==> src/rtl/instr_encoder.sv <==
// Instruction encoder: packs RV32I field bundles into 32-bit words and
// buffers them in a small FIFO. Illegal bundles are consumed, dropped and
// flagged with a one-cycle err_pulse plus a saturating error counter.
//
// Handshake rules (both sides): a transfer happens on a rising clk edge
// when valid and ready are both high. A producer holds its payload stable
// while valid is high and ready is low. in_ready is derived from the
// registered occupancy only, so there is no combinational path from
// out_ready to in_ready; out_instr holds stable while out_valid is high and
// out_ready is low.
module instr_encoder #(
   parameter int FIFO_DEPTH = 4
) (
   input  logic        clk,
   input  logic        rst,
   input  logic        in_valid,
   output logic        in_ready,
   input  logic [2:0]  in_class,
   input  logic [4:0]  in_rd,
   input  logic [4:0]  in_rs1,
   input  logic [4:0]  in_rs2,
   input  logic [2:0]  in_funct3,
   input  logic [6:0]  in_funct7,
   input  logic [12:0] in_imm,
   output logic        out_valid,
   input  logic        out_ready,
   output logic [31:0] out_instr,
   output logic        err_pulse,
   output logic [7:0]  err_count,
   output logic [15:0] instr_count
);

   localparam int PW = (FIFO_DEPTH > 1) ? $clog2(FIFO_DEPTH) : 1;
   localparam int CW = PW + 1;
   localparam logic [CW-1:0] DEPTH_C = CW'(FIFO_DEPTH);

   logic [31:0]   mem_q [FIFO_DEPTH];
   logic [31:0]   mem_d [FIFO_DEPTH];
   logic [PW-1:0] wr_ptr_q, wr_ptr_d;
   logic [PW-1:0] rd_ptr_q, rd_ptr_d;
   logic [CW-1:0] count_q, count_d;
   logic          err_pulse_q, err_pulse_d;
   logic [7:0]    err_count_q, err_count_d;
   logic [15:0]   instr_count_q, instr_count_d;

   logic [31:0]   enc_word;
   logic          legal;
   logic          in_fire;
   logic          push;
   logic          pop;

   // Field packing and legality check per instruction class
   always_comb begin
      legal    = 1'b1;
      enc_word = '0;
      case (in_class)
         3'd0: enc_word = {in_funct7, in_rs2, in_rs1, in_funct3, in_rd, 7'b0110011};
         3'd1: begin
            legal    = (in_imm[12] == in_imm[11]);
            enc_word = {in_imm[11:0], in_rs1, in_funct3, in_rd, 7'b0010011};
         end
         3'd2: begin
            legal    = (in_imm[12] == in_imm[11]);
            enc_word = {in_imm[11:0], in_rs1, in_funct3, in_rd, 7'b0000011};
         end
         3'd3: begin
            legal    = (in_imm[12] == in_imm[11]);
            enc_word = {in_imm[11:5], in_rs2, in_rs1, in_funct3, in_imm[4:0], 7'b0100011};
         end
         3'd4: begin
            // Branch offsets are halfword aligned; bit 0 is not encodable
            legal    = ~in_imm[0];
            enc_word = {in_imm[12], in_imm[10:5], in_rs2, in_rs1, in_funct3,
                        in_imm[4:1], in_imm[11], 7'b1100011};
         end
         default: legal = 1'b0;
      endcase
   end

   assign in_ready    = (count_q < DEPTH_C);
   assign out_valid   = (count_q != '0);
   assign out_instr   = mem_q[rd_ptr_q];
   assign err_pulse   = err_pulse_q;
   assign err_count   = err_count_q;
   assign instr_count = instr_count_q;

   assign in_fire = in_valid && in_ready;
   assign push    = in_fire && legal;
   assign pop     = out_valid && out_ready;

   // Next-state for FIFO pointers, occupancy and statistics
   always_comb begin
      mem_d         = mem_q;
      wr_ptr_d      = wr_ptr_q;
      rd_ptr_d      = rd_ptr_q;
      count_d       = count_q;
      err_pulse_d   = in_fire && !legal;
      err_count_d   = err_count_q;
      instr_count_d = instr_count_q;
      if (push) begin
         mem_d[wr_ptr_q] = enc_word;
         wr_ptr_d        = wr_ptr_q + 1'b1;
         instr_count_d   = instr_count_q + 16'd1;
      end
      if (pop) begin
         rd_ptr_d = rd_ptr_q + 1'b1;
      end
      case ({push, pop})
         2'b10:   count_d = count_q + 1'b1;
         2'b01:   count_d = count_q - 1'b1;
         default: count_d = count_q;
      endcase
      if (in_fire && !legal && (err_count_q != 8'hFF)) begin
         err_count_d = err_count_q + 8'd1;
      end
   end

   // Control and statistics registers with synchronous reset
   always_ff @(posedge clk) begin
      if (rst) begin
         wr_ptr_q      <= '0;
         rd_ptr_q      <= '0;
         count_q       <= '0;
         err_pulse_q   <= 1'b0;
         err_count_q   <= '0;
         instr_count_q <= '0;
      end else begin
         wr_ptr_q      <= wr_ptr_d;
         rd_ptr_q      <= rd_ptr_d;
         count_q       <= count_d;
         err_pulse_q   <= err_pulse_d;
         err_count_q   <= err_count_d;
         instr_count_q <= instr_count_d;
      end
   end

   // FIFO storage; contents are meaningless unless counted by occupancy
   always_ff @(posedge clk) begin
      mem_q <= mem_d;
   end

endmodule

==> config.mk <==
export PLATFORM = sky130hd
export DESIGN_NAME = instr_encoder
export DESIGN_NICKNAME = d
export VERILOG_FILES = /design/src/rtl/instr_encoder.sv
export SDC_FILE = /design/constraint.sdc
export NUM_CORES = 1
export LEC_CHECK = 0
export CAP_MARGIN = 20
export CORE_ASPECT_RATIO = 0.75
export CORE_MARGIN = 8
export CORE_UTILIZATION = 57
export CTS_BUF_LIST = sky130_fd_sc_hd__clkbuf_4 sky130_fd_sc_hd__clkbuf_8 sky130_fd_sc_hd__clkbuf_16
export DETAILED_ROUTE_END_ITERATION = 8
export GPL_ROUTABILITY_DRIVEN = 0
export PLACE_DENSITY = 0.84
export SETUP_SLACK_MARGIN = 0.1
export SYNTH_ARGS = -nofsm -noshare
export SYNTH_HDL_FRONTEND = slang
export SYNTH_SLANG_ARGS = --single-unit
==> constraint.sdc <==
create_clock -name clk -period 5.19 [get_ports clk]
set_input_delay 0.7785 -clock clk [delete_from_list [all_inputs] [get_ports clk]]
set_output_delay 0.7785 -clock clk [all_outputs]
set_load 0.005 [all_outputs]
== Word-level counts from Yosys, hierarchy flattened ==
Index checks and enable logic that the tools add are counted.

* Add/sub/neg operators: 6
* $mul: 0
* Div/mod/pow operators: 0
* $lt $le $gt $ge: 4
* Equal/unequal tests: 8
* Shift-type cells: 0
* Mux-type cells: 9
* Bitwise gates (word level): 3
* Reduce and logical (&&, ||, !) cells: 11

{| class="wikitable"
|+ Operators by type and width
! kind !! count
|-
| one-hot mux 32 bit (5 select lines) || 1
|-
| bitwise mux 128 bit || 1
|-
| two-way mux 32 bit || 3
|-
| binary-select mux 32 bit (select 2 bit) || 1
|-
| demux 32 bit (select 2 bit) || 1
|-
| adder 16 x 1 -> 16 bit (second input constant) || 1
|-
| adder 8 x 1 -> 8 bit (second input constant) || 1
|-
| inequality test 8 bit (second input constant) || 1
|-
| == test 3 x 2 -> 1 bit (second input constant) || 2
|-
| greater-or-equal comparator 3 bit (second input constant) || 2
|-
| logical AND 1 bit || 6
|-
| NOT 2 -> 3 bit || 2
|-
| one-hot mux 3 bit (2 select lines) || 1
|-
| adder 2 x 1 -> 2 bit (second input constant) || 2
|-
| adder 3 x 1 -> 3 bit (second input constant) || 1
|-
| == test 3 x 1 -> 1 bit (second input constant) || 1
|-
| == test 3 bit (second input constant) || 1
|-
| logical NOT 3 bit || 1
|-
| < comparator 3 x 1 -> 1 bit (second input constant) || 1
|-
| < comparator 3 bit (second input constant) || 1
|-
| one-hot mux 1 bit (3 select lines) || 1
|-
| nonzero test 3 bit || 1
|-
| OR reduction 3 bit || 1
|-
| subtractor 3 x 1 -> 3 bit (second input constant) || 1
|-
| other kinds (6) || 6
|}

* Register bits after elaboration: 160
* Latch bits: 0
* Bits in writable memories: 0
* Bits in read-only memories: 0
* Output and inout bits: 59
* Word-level logic and storage cells: 51
* Memories kept: 0

== Depth between registers and ports, before layout ==
* Word-level depth: 6
* Mapped depth: 10
* Mapped depth without buffers: 8

== Worst setup path before layout ==
No wires, ideal clock.

* Path type: input port to flip-flop
* Start: in in_class[1]
* End: reg mem_q[100] (netlist bit), enable pin
* Setup time: 415 ps
* Arrival time: 2,858 ps
* Path slack: 1,917 ps
* Cell stages on the path: 5
* Cell sequence: buf_2 > a211oi_2 > a22oi_1 > buf_2 > nor2_1

* Cells in the longest elaborated chain, start to end: 4

{| class="wikitable"
|+ RTL lines
! item !! line !! RTL
|-
| start, declared || 18 || <nowiki>input logic [2:0] in_class,</nowiki>
|-
| == test 3 x 2 -> 1 bit / == test 3 x 1 -> 1 bit (equally long branches) || 56 || <nowiki>case (in_class)</nowiki>
|-
| OR reduction 3 bit (no source line) || - ||
|-
| one-hot mux 1 bit (3 select lines) * || 56 ||
|-
| logical AND 1 bit * || 88 || <nowiki>assign push = in_fire && legal;</nowiki>
|-
| end signal, assigned || 139 || <nowiki>mem_q <= mem_d;</nowiki>
|-
| end, declared || 37 || <nowiki>logic [31:0] mem_q [FIFO_DEPTH];</nowiki>
|}

Mark *: on every way between the ends. The rest lies on a longest branch, timed or not.
A chain may end at the register's enable or synchronous reset.

== Worst setup path after layout ==
* Start: in in_class[1]
* End: reg mem_q[113] (netlist bit), enable pin

Same word-level chain as after synthesis.

==> flow_metrics.py <==
metrics = {
    "yosys": {
        "synth_ff_type": "sky130_fd_sc_hd__edfxtp_1",
        "postSynthRegisterBits": 148,
        "synthDominantCellAreaShare_pct": 54.5,
        "synth_top_cell_by_area": "sky130_fd_sc_hd__edfxtp_1",
        "synth_edf_count": 116,
        "syn-mean-instance-area_um2": 14.6,
        "yosysSeqAreaShare_pct": 64.6,
        "count_of_distinct_cell_types_in_the_synthesized_netlist": 46,
        "post_synthesis_instance_area_mm2": 0.00639,
        "post_synth_main_area_contributors": "sky130_fd_sc_hd__edfxtp_1, sky130_fd_sc_hd__mux4_2, sky130_fd_sc_hd__dfxtp_1",
        "ys.warnings.count": 0,
        "proportion_of_register_bits_with_asynchronous_set_or_reset_after_synthesis_pct": 0,
        "synthesis.instances": 438,
    },
    "hold_path": {
        "hold_class": "reg2reg",
    },
    "cts": {
        "numCtsBuffers": 17,
        "clock_tree.buffer_depth": 2,
        "post_cts_resized": 0,
        "cts-root-buf": "sky130_fd_sc_hd__clkbuf_16",
        "cts.htree.levels": 4,
        "cts-hold-fix-buffers": 0,
        "post_cts.repair.setup_buffers": 0,
        "tritoncts_num_sinks": 148,
        "tritoncts": "done",
        "clk_latency_ns": 0.41,
        "clk_pin_slew_worst_paths_ns": 0.06,
    },
    "sta": {
        "finalSetupTns_ns": 0,
        "maxSlewViolCount": 0,
        "setup_viol": 0,
        "layout_worst_path_cycle_share_pct": 64.1,
        "tightest_slew_ns": 1.20,
        "clock_skew_ns": 0.00826,
        "period_minus_slack_ns": 3.33,
        "clock.fmax_ghz": 0.301,
        "final-hold-violation-count": 0,
        "rsz0062_at_grt": "no",
        "timing.max_slew.rel_slack_pct": 20.0,
    },
    "worst_setup_path": {
        "worst_setup_path_start_kind": "input port",
        "crit_path_max_incr_delay_ns": 0.74,
        "setup.worst_path.end_class": "flop",
        "sum_of_buffers_and_inverters_on_the_critical_path": 3,
        "path_max_fanout": 19,
        "setup.worst_path.class": "in2reg",
        "worst-endpoint-arrival_ns": 3.43,
        "crit_slowest_cell": "sky130_fd_sc_hd__nor2_2",
        "critical-path-top-cell-by-count": "sky130_fd_sc_hd__buf_4",
        "crit_path_cell_trace": "clkdlybuf4s50_1, a211oi_2, a22oi_1, buf_4, nor2_2, buf_4",
        "worst_ep_required_time_ns": 5.29,
        "timing.critical_path.max_delay_family": "buffers and inverters",
    },
    "floorplan": {
        "placement_rows": 33,
        "floorplan.initialDensity_pct": 58.4,
        "dieWidth_um": 138,
        "pin_count": 104,
        "core_area_mm2": 0.0109,
        "design.die.area_mm2": 0.0149,
        "dieHeight_um": 108,
    },
    "drt": {
        "detail_route.iter0.violations": 445,
        "drcViolationCount": 0,
        "dr_total_vias": 4147,
        "detail_route.wirelength_um": 14500,
        "via_per_inst": 5.98,
        "firstDrtPassIters": 5,
        "wl_per_cell_um": 20.9,
        "route.antenna.remaining_nets": 0,
    },
    "cells_and_area": {
        "final_net_count": 593,
        "flow.area_growth_from_synthesis_pct": 27.4,
        "layout-drive-gt1-share_pct": 15.2,
        "antenna_cells_inserted": 0,
    },
    "power_and_ir_drop": {
        "leakagePower_nw": 2.65,
        "finalPower_w": 0.00330,
        "switching_power_w": 0.000791,
        "p_seq_share_pct": 41.9,
        "p_sw_share_pct": 24.0,
        "comb_power_share_pct": 20.6,
        "ir_worst_vdd_v": 0.000248,
        "cell_internal_pwr_w": 0.00251,
        "power_density_mw_per_mm2": 405,
        "p_clk_share_pct": 37.5,
    },
    "global_routing": {
        "global_route.overflow_total": 0,
        "grt_pass1_wl_um": 22900,
        "antenna_found_initial": 0,
        "first_global_vias": 4277,
        "grt_use_total_pct": 19.8,
        "grt_max_degree": 33,
    },
    "placed_design": {
        "dpl.hpwl_um": 9820,
        "io_buffers": 101,
    },
    "status": {
        "result_of_the_run": "finished, final reports clean",
    },
    "job": {
        "max_cap_violations": 0,
    },
}
## final timing paths
path	start	slack (ns)	to	depth (start not counted)
max	in_class[1]	1.86	mem_q[113]$_DFFE_PP_	6
min	err_count[1]$_SDFFE_PP0P_	0.50	err_count[1]$_SDFFE_PP0P_	2
max reg2reg	count_q[2]$_SDFFE_PP0P_	2.75	mem_q[113]$_DFFE_PP_	5
min reg2reg	err_count[1]$_SDFFE_PP0P_	0.50	err_count[1]$_SDFFE_PP0P_	2
## per-layer routing
| layer | part of all wire (%) | GRT usage, % |
|---|---|---|
| met5 | 0 | 0 |
| met1 | 40 | 23.0 |
| met3 | 6.6 | 6.88 |
| met4 | 1.9 | 7.12 |
| met2 | 52 | 33.8 |
## sequential cells by signal, indices dropped and copies added (netlist names)
register and count:
rd_ptr_q 2, count_q 3, mem_q 116, err_pulse 1, err_count 8, instr_count 16, wr_ptr_q 2
## cells by family after synthesis
group / count (synthesis) / share of synthesized area (%)
buf+inv: 42 / 2.78
mux: 46 / 13.0
flops: 148 / 64.6
simple gates: 102 / 8.60
compound gates: 84 / 8.31
xor+xnor: 7 / 0.960
fa+ha+maj: 8 / 1.68
other cells: 1 / 0.0587
## layout by cell type (no fill, tap or decap), types with 2 or more instances in the layout
| master | instances |
|---|---|
| sky130_fd_sc_hd__nor2_1 | 18 |
| sky130_fd_sc_hd__clkinvlp_4 | 4 |
| sky130_fd_sc_hd__nor2_2 | 5 |
| sky130_fd_sc_hd__or2_2 | 2 |
| sky130_fd_sc_hd__clkinv_4 | 2 |
| sky130_fd_sc_hd__ha_1 | 7 |
| sky130_fd_sc_hd__buf_4 | 7 |
| sky130_fd_sc_hd__nor4_1 | 3 |
| sky130_fd_sc_hd__clkinv_1 | 2 |
| sky130_fd_sc_hd__o22ai_1 | 6 |
| sky130_fd_sc_hd__o41ai_1 | 2 |
| sky130_fd_sc_hd__and4_1 | 2 |
| sky130_fd_sc_hd__a22oi_1 | 11 |
| sky130_fd_sc_hd__o21ai_0 | 10 |
| sky130_fd_sc_hd__or3_1 | 6 |
| sky130_fd_sc_hd__or4_1 | 11 |
| sky130_fd_sc_hd__and2_1 | 10 |
| sky130_fd_sc_hd__xor2_1 | 4 |
| sky130_fd_sc_hd__conb_1 | 2 |
| sky130_fd_sc_hd__o31a_1 | 2 |
| sky130_fd_sc_hd__nor2b_1 | 9 |
| sky130_fd_sc_hd__inv_1 | 15 |
| sky130_fd_sc_hd__dfxtp_1 | 31 |
| sky130_fd_sc_hd__bufinv_16 | 3 |
| sky130_fd_sc_hd__nand3_1 | 8 |
| sky130_fd_sc_hd__clkdlybuf4s50_1 | 101 |
| sky130_fd_sc_hd__clkbuf_16 | 17 |
| sky130_fd_sc_hd__xnor2_1 | 3 |
| sky130_fd_sc_hd__mux2i_1 | 10 |
| sky130_fd_sc_hd__clkbuf_4 | 2 |
| sky130_fd_sc_hd__nand4_1 | 3 |
| sky130_fd_sc_hd__mux2_2 | 7 |
| sky130_fd_sc_hd__o31ai_1 | 11 |
| sky130_fd_sc_hd__mux4_2 | 29 |
| sky130_fd_sc_hd__a21oi_1 | 35 |
| sky130_fd_sc_hd__edfxtp_1 | 116 |
| sky130_fd_sc_hd__nand2_1 | 20 |
## power groups by stage
stage	logic (W)	registers [W]	clock network (W)
2_1_floorplan	0.000380	0.00138	0
3_3_place_gp	0.000606	0.00145	0
3_5_place_dp	0.000688	0.00141	0
4_1_cts	0.000693	0.00138	0.00125
5_1_grt	0.000735	0.00139	0.00130
6_report	0.000680	0.00138	0.00124
## cell type report
cell class	count	area [um^2]
sequential	148	4130
fill	654	2800
multi-input combinational	249	2100
timing repair buffer	109	1080
clock buffer	19	440
tap	140	175
clock inverter	13	159
inverter	15	56.3
## synth_stat cells (all sizes together), types with 3 or more instances
cell and instances:
nand4 3, nor2 23, nor4 3, mux2i 10, inv 15, mux4 29, buf 12, or3 6
xor2 4, o21ai 10, clkbuf 15, dfxtp 32, o31ai 11, mux2 7, nand3 8, nand2 20
a22oi 11, edfxtp 116, nor2b 9, xnor2 3, a21oi 35, or4 11, and2 11, o22ai 6
ha 7
## worst reg2reg max path: cells and delay by family, from the launching register on
kind	cells	cell delay (ns)
AND/OR/NAND/NOR	2	1.01
AO/OA/AOI/OAI	1	0.12
buffers and inverters	2	0.62
flip-flops	1	0.38
## per-stage QoR
step | hold WS [ns] | cells | area, um^2 | util, % | setup slack, ns
after floorplan | 0.476 | 439 | 6390 | - | 1.92
after global placement | 0.481 | 660 | 7520 | 68.7 | 1.60
after detailed placement | 0.498 | 661 | 7540 | 68.9 | 1.46
after CTS | 0.507 | 693 | 8140 | 74.4 | 1.89
after global routing | 0.530 | 693 | 8140 | 74.4 | 1.70
final | 0.503 | 693 | 8140 | 74.4 | 1.86
(Power assumes the default switching activity.)
